`config.mk`:
```
export PLATFORM = sky130hd
export DESIGN_NAME = ks_adder_pipe
export DESIGN_NICKNAME = d
export VERILOG_FILES = /design/src/rtl/ks_adder_pipe.sv
export SDC_FILE = /design/constraint.sdc
export NUM_CORES = 1
export LEC_CHECK = 0
export ABC_AREA = 1
export BUFFER_PORTS_ARGS = -buffer_cell sky130_fd_sc_hd__buf_2
export CORE_ASPECT_RATIO = 1.2
export CORE_MARGIN = 8
export CORE_UTILIZATION = 45
export CTS_CLUSTER_DIAMETER = 200
export DETAILED_ROUTE_END_ITERATION = 10
export PLACE_DENSITY = 0.72
export SYNTH_ARGS = -nofsm -noshare
export SYNTH_HDL_FRONTEND = slang
export SYNTH_SLANG_ARGS = --single-unit
```
`constraint.sdc`:
```
create_clock -name clk -period 24.2 [get_ports clk]
set_input_delay 4.84 -clock clk [delete_from_list [all_inputs] [get_ports clk]]
set_output_delay 4.84 -clock clk [all_outputs]
set_load 0.005 [all_outputs]
```
`src/rtl/ks_adder_pipe.sv`:
```
// Pipelined Kogge-Stone adder/subtractor: one prefix level per register stage,
// valid/ready flow control, carry-in, subtract mode, carry-out and signed overflow.
module ks_adder_pipe #(
  parameter int unsigned WIDTH = 32
) (
  input  logic             clk,
  input  logic             rst,
  input  logic             in_valid,
  output logic             in_ready,
  input  logic [WIDTH-1:0] a,
  input  logic [WIDTH-1:0] b,
  input  logic             cin,
  input  logic             sub,
  output logic             out_valid,
  input  logic             out_ready,
  output logic [WIDTH-1:0] sum,
  output logic             cout,
  output logic             ovf
);

  localparam int unsigned LEVELS = $clog2(WIDTH);

  if (WIDTH < 2) begin : g_width_check
    $error("ks_adder_pipe: WIDTH must be at least 2");
  end

  // Index 0 is the operand stage, index k holds the result of prefix level k.
  logic             advance;
  logic [WIDTH-1:0] bb;
  logic             c0;
  logic [WIDTH-1:0] g_d    [LEVELS+1];
  logic [WIDTH-1:0] g_q    [LEVELS+1];
  logic [WIDTH-1:0] p_d    [LEVELS];
  logic [WIDTH-1:0] p_q    [LEVELS];
  logic [WIDTH-1:0] rawp_d [LEVELS+1];
  logic [WIDTH-1:0] rawp_q [LEVELS+1];
  logic [LEVELS:0]  c0_d;
  logic [LEVELS:0]  c0_q;
  logic [LEVELS:0]  v_d;
  logic [LEVELS:0]  v_q;
  logic [WIDTH-1:0] carry;
  logic [WIDTH-1:0] sum_d;
  logic [WIDTH-1:0] sum_q;
  logic             cout_d;
  logic             cout_q;
  logic             ovf_d;
  logic             ovf_q;
  logic             out_valid_d;
  logic             out_valid_q;

  // Whole pipeline moves together; a stalled output freezes every stage.
  assign advance   = !out_valid_q || out_ready;
  assign in_ready  = advance;
  assign out_valid = out_valid_q;
  assign sum       = sum_q;
  assign cout      = cout_q;
  assign ovf       = ovf_q;

  // Next-state for every stage: operand conditioning, prefix levels, sum formation
  always_comb begin
    g_d         = g_q;
    p_d         = p_q;
    rawp_d      = rawp_q;
    c0_d        = c0_q;
    v_d         = v_q;
    sum_d       = sum_q;
    cout_d      = cout_q;
    ovf_d       = ovf_q;
    out_valid_d = v_q[LEVELS];

    // Subtraction is a + ~b + 1; the carry-in is folded into bit 0's generate
    bb        = sub ? ~b : b;
    c0        = sub ? 1'b1 : cin;
    p_d[0]    = a ^ bb;
    g_d[0]    = a & bb;
    g_d[0][0] = (a[0] & bb[0]) | ((a[0] ^ bb[0]) & c0);
    rawp_d[0] = a ^ bb;
    c0_d[0]   = c0;
    v_d[0]    = in_valid;

    // Level k combines span 2^(k-1); zeros shifted into the low columns make
    // those columns plain buffers, and columns below 2*span only need G
    for (int unsigned k = 1; k <= LEVELS; k++) begin
      g_d[k]    = g_q[k-1] | (p_q[k-1] & (g_q[k-1] << (1 << (k-1))));
      rawp_d[k] = rawp_q[k-1];
      c0_d[k]   = c0_q[k-1];
      v_d[k]    = v_q[k-1];
    end

    // Group propagate is consumed only by the next level, so the last level drops it
    for (int unsigned k = 1; k < LEVELS; k++) begin
      p_d[k] = p_q[k-1] & (p_q[k-1] << (1 << (k-1)));
    end

    // Final G vector is the carry out of each column
    carry = {g_q[LEVELS][WIDTH-2:0], c0_q[LEVELS]};
    if (v_q[LEVELS]) begin
      sum_d  = rawp_q[LEVELS] ^ carry;
      cout_d = g_q[LEVELS][WIDTH-1];
      ovf_d  = carry[WIDTH-1] ^ g_q[LEVELS][WIDTH-1];
    end
  end

  // Valid bits and result registers: cleared by reset, frozen while stalled
  always_ff @(posedge clk) begin
    if (rst) begin
      v_q         <= '0;
      out_valid_q <= 1'b0;
      sum_q       <= '0;
      cout_q      <= 1'b0;
      ovf_q       <= 1'b0;
    end else if (advance) begin
      v_q         <= v_d;
      out_valid_q <= out_valid_d;
      sum_q       <= sum_d;
      cout_q      <= cout_d;
      ovf_q       <= ovf_d;
    end
  end

  // Prefix datapath: qualified by the valid bits, so no reset is required
  always_ff @(posedge clk) begin
    if (advance) begin
      g_q    <= g_d;
      p_q    <= p_d;
      rawp_q <= rawp_d;
      c0_q   <= c0_d;
    end
  end

endmodule

```
; After elaboration in Yosys (flattened, before gate mapping)
; Cells that the tools add are included.
[totals]
reg_bits = 559
inputBits = 70
out_inout_bits = 36
elab_cells = 50
[classes]
n_mux = 2
bitwise = 23
n_reduce_logical = 3
[ops]
columns = op, count
row1 = $and A32 B32 Y32, 10
row2 = $or A32 B32 Y32, 5
row3 = $xor A32 B32 Y32, 2
row4 = $mux W32, 1
row5 = $not A32 Y32, 1
row6 = $and A1 B1 Y1, 2
row7 = $reduce_and A2 Y1, 1
row8 = $xor A1 B1 Y1, 2
row9 = $logic_not A1 Y1, 1
row10 = $logic_or A1 B1 Y1, 1
row11 = $mux W1, 1
row12 = $or A1 B1 Y1, 1

; Logic depth before layout (Yosys ltp)
[logic_depth]
word_depth = 5
depth_mapped = 7
depth_no_buf = 6

; Worst setup path after synthesis
; OpenSTA, ideal clock, no wires.
[synth_path]
kind = input -> output
from = input out_ready
to = output in_ready
arrival_ns = 10.648
required_ns = 19.360
path_slack_ns = 8.712
stages = 3
cell_sequence = inv_1 nand2_1 buf_2
[synth_via]
elab_chain_cells = 1
[synth_rtl]
columns = item, line_no
row1 = start: declaration, 15  ; input logic out_ready,
row2 = $logic_or A1 B1 Y1, 52  ; assign advance = !out_valid_q || out_ready;
row3 = end: declaration, 9  ; output logic in_ready,
; No other way between the ends.

; Worst setup path in the final report
; Ends and elaborated chain as after synthesis.

==> impl_metrics.csv <==
group,metric,value,unit
route,drtPass1Iterations,5,
synth,synth_edf_count,488,
synth,ys_ff_latch,529,
synth,synth_largest_area_cell,"edfxtp_1",
critical_path,r2r_slack,21.24,ns
floorplanning,core,42500,µm²
synth,synth_top_area_share,76.2,%
synth,yosys_warnings,0,
critical_path,cp_slowest_cell,"nand2_4",
floorplanning,num_rows,83,
timing,slew_headroom,19.5,%
flow_run,drv_cap,0,
finish,drive_gt1_share,12.4,%
cts,clk_latency,0.56,ns
timing,fin_crit_sh,43.0,%
placed_design,placed_area,20400,µm²
finish,nets,1515,
synth,post-synth-top-count-cell,"edfxtp_1",
power_and_ir_drop,vdd_ir_drop_max,0.0000559,V
synth,synth.avg_cell_area,15.1,µm²
synth,ys_top_cells_by_count,"488 x edfxtp_1, 211 x nand2_1, 172 x inv_1",
floorplanning,die_area,49600,µm²
synth,ys.flop_type,"edfxtp_1",
floorplanning,die_h,242,µm
critical_path,required,19.36,ns
critical_path,cp_common_cell,"buf_2",
route,vias_per_cell,4.52,
timing,period_needed,10.41,ns
cts,cts_tree,"yes",
synth,synth_area_leaders,"edfxtp_1 76%, a21o_1 4.9%, dfxtp_1 4.3%, nand2_1 4.1%, inv_1 3.4%",
cts,clk_pin_slew,0.06,ns
finish,area_growth,13.5,%
timing,drv_slew,0,
route,wl_per_cell,15.2,µm
global_routing,grt_pass1_vias,9251,
timing,max_freq,0.0960,GHz
placed_design,post-dp-hpwl,21000,µm
synth,syn-cell-area,19200,µm²
route,wirelength,30400,µm
synth,syn_inst,1270,
placed_design,port_buffers,105,
global_routing,grt_overflow,0,
critical_path,cp-end-kind,"primary output",
timing,grt_setup_unrepaired,"false",
placed_design,numPlacedInstances,1917,
timing,worstMarginPinSlew,1.21,ns
global_routing,grt_pass1_wl,47900,µm
route,post-route-drc-count,0,
finish,final_core_util,51.4,%
cts,cts-root-buf,"clkbuf_16",
critical_path,cp_top_family,"buffers and inverters",
global_routing,grt_max_degree,96,
synth,yosys.cell_types.count,17,
synth,synth_seq_area_share,80.5,%
floorplanning,ios,106,
synth,syn_nets,1372,
run_status,status,"complete, no violations",
timing,setup_tns,0,ns
cts,cts.sinks,529,
timing,setup_viol,0,
critical_path,start_kind,"input port",
synth,async_reset_ff_share,0,%
finish,antenna_cells,0,
power_and_ir_drop,powerDensity,91.7,nW/µm²
floorplanning,start_util,45.3,%
floorplanning,dieWidth,205,µm
critical_path,arrival,5.57,ns
placed_design,gp_congestion,0.774,
min_path,hold_class,"flip-flop to flip-flop",
finish,final_area,21800,µm²
route,ant_nets,0,
critical_path,path_cells,"buf_2 > inv_1 > nand2_4 > buf_2",
cts,h-tree-depth,2,
cts,clockBufferDepth,3,
cts,cts-buffers-inserted,46,
route,drt_iter0_drc,711,
cts,ctsResizeCount,0,
critical_path,cpPeakStageDelay,0.35,ns
cts,post-cts-setup-buffers,0,
cts,holdBufCountCts,0,
timing,hold_violations,0,
critical_path,critPathMaxFanout,35,
timing,clock_skew,0.0193,ns
route,via_count,9023,
power_and_ir_drop,power_leakage,10.3,nW
global_routing,antenna_found_initial,0,
global_routing,track_usage,12.2,%
critical_path,path_buf_inv,3,
finish,finalNonFillerCells,1998,
critical_path,crit_type,"input port to primary output",
worst paths after layout:
| check | from | to | cells past startpoint |
|---|---|---|---|
| max | out_ready | in_ready | 4 |
| min | rawp_d[70] | rawp_d[38] | 0 |
| max reg2reg | out_valid | p_q[156] | 3 |
| min reg2reg | rawp_d[70] | rawp_d[38] | 0 |
layout make-up:
class	instances	area [µm²]
clock inverters	28	262
flip-flops and latches	529	15500
inverters	172	646
clock buffers	53	1180
repair buffers	111	571
well taps	552	691
fillers	3370	20600
multi-input cells	553	3010
cells by family (layout without fill, tap and decap cells):
logic type	Yosys count	in the layout	share of synthesized area [%]
flip-flops	529	529	80.5
AND/OR/NAND/NOR	355	355	6.96
buffers and inverters	188	364	3.92
AO/OA/AOI/OAI	134	134	5.13
adder cells (fa/ha/maj)	32	32	2.08
XOR/XNOR	32	32	1.46
power by group:
part | total [mW] | internal [mW] | switching [mW]
combinational | 0.0874 | 0.0448 | 0.0426
clock | 0.699 | 0.393 | 0.306
sequential | 1.22 | 1.15 | 0.0703
metrics by stage:
step	worst slack (ns)	total power, mW	hold slack, ns
6_report	13.79	2.00	0.417
5_1_grt	13.71	2.08	0.423
4_1_cts	13.76	2.02	0.415
3_5_place_dp	13.76	1.33	0.405
3_3_place_gp	13.76	1.32	0.402
2_1_floorplan	8.71	1.27	0.400
sequential cells by signal, indices dropped and copies added (netlist names):
name	flops
sum	32
rawp_d	128
p_q	130
v_q	6
rawp_q	32
g_q	161
ovf	1
c0_q	6
out_valid	1
carry	31
cout	1
worst register-to-register path: cells and delay by family (launching register included):
kind | cells | cell delay (ns)
buffers and inverters | 2 | 1.83
DFF | 1 | 0.33
and+or+nand+nor | 1 | 0.37
layer usage:
layer / vias to the layer above / routed length (µm) / GRT usage [%] / share of wire [%]
li1: 4619 / - / - / -
met3: 57 / 1090 / 2.03 / 3.6
met1: 4162 / 12700 / 14.4 / 42
met2: 185 / 15700 / 21.7 / 52
met5: - / 0 / 0 / 0
met4: 0 / 957 / 4.88 / 3.1
cells in the final DEF (no fill, tap or decap), types with 4 or more instances in the layout:
cell,instances
a21o_1,126
ha_1,32
o21ai_0,6
clkbuf_1,7
clkinv_2,8
buf_2,105
buf_4,6
nand2_1,210
clkbuf_16,46
inv_1,172
xor2_1,32
clkinv_1,7
nor2_1,141
bufinv_16,4
edfxtp_1,488
dfxtp_1,41
(Power assumes the default switching activity.)
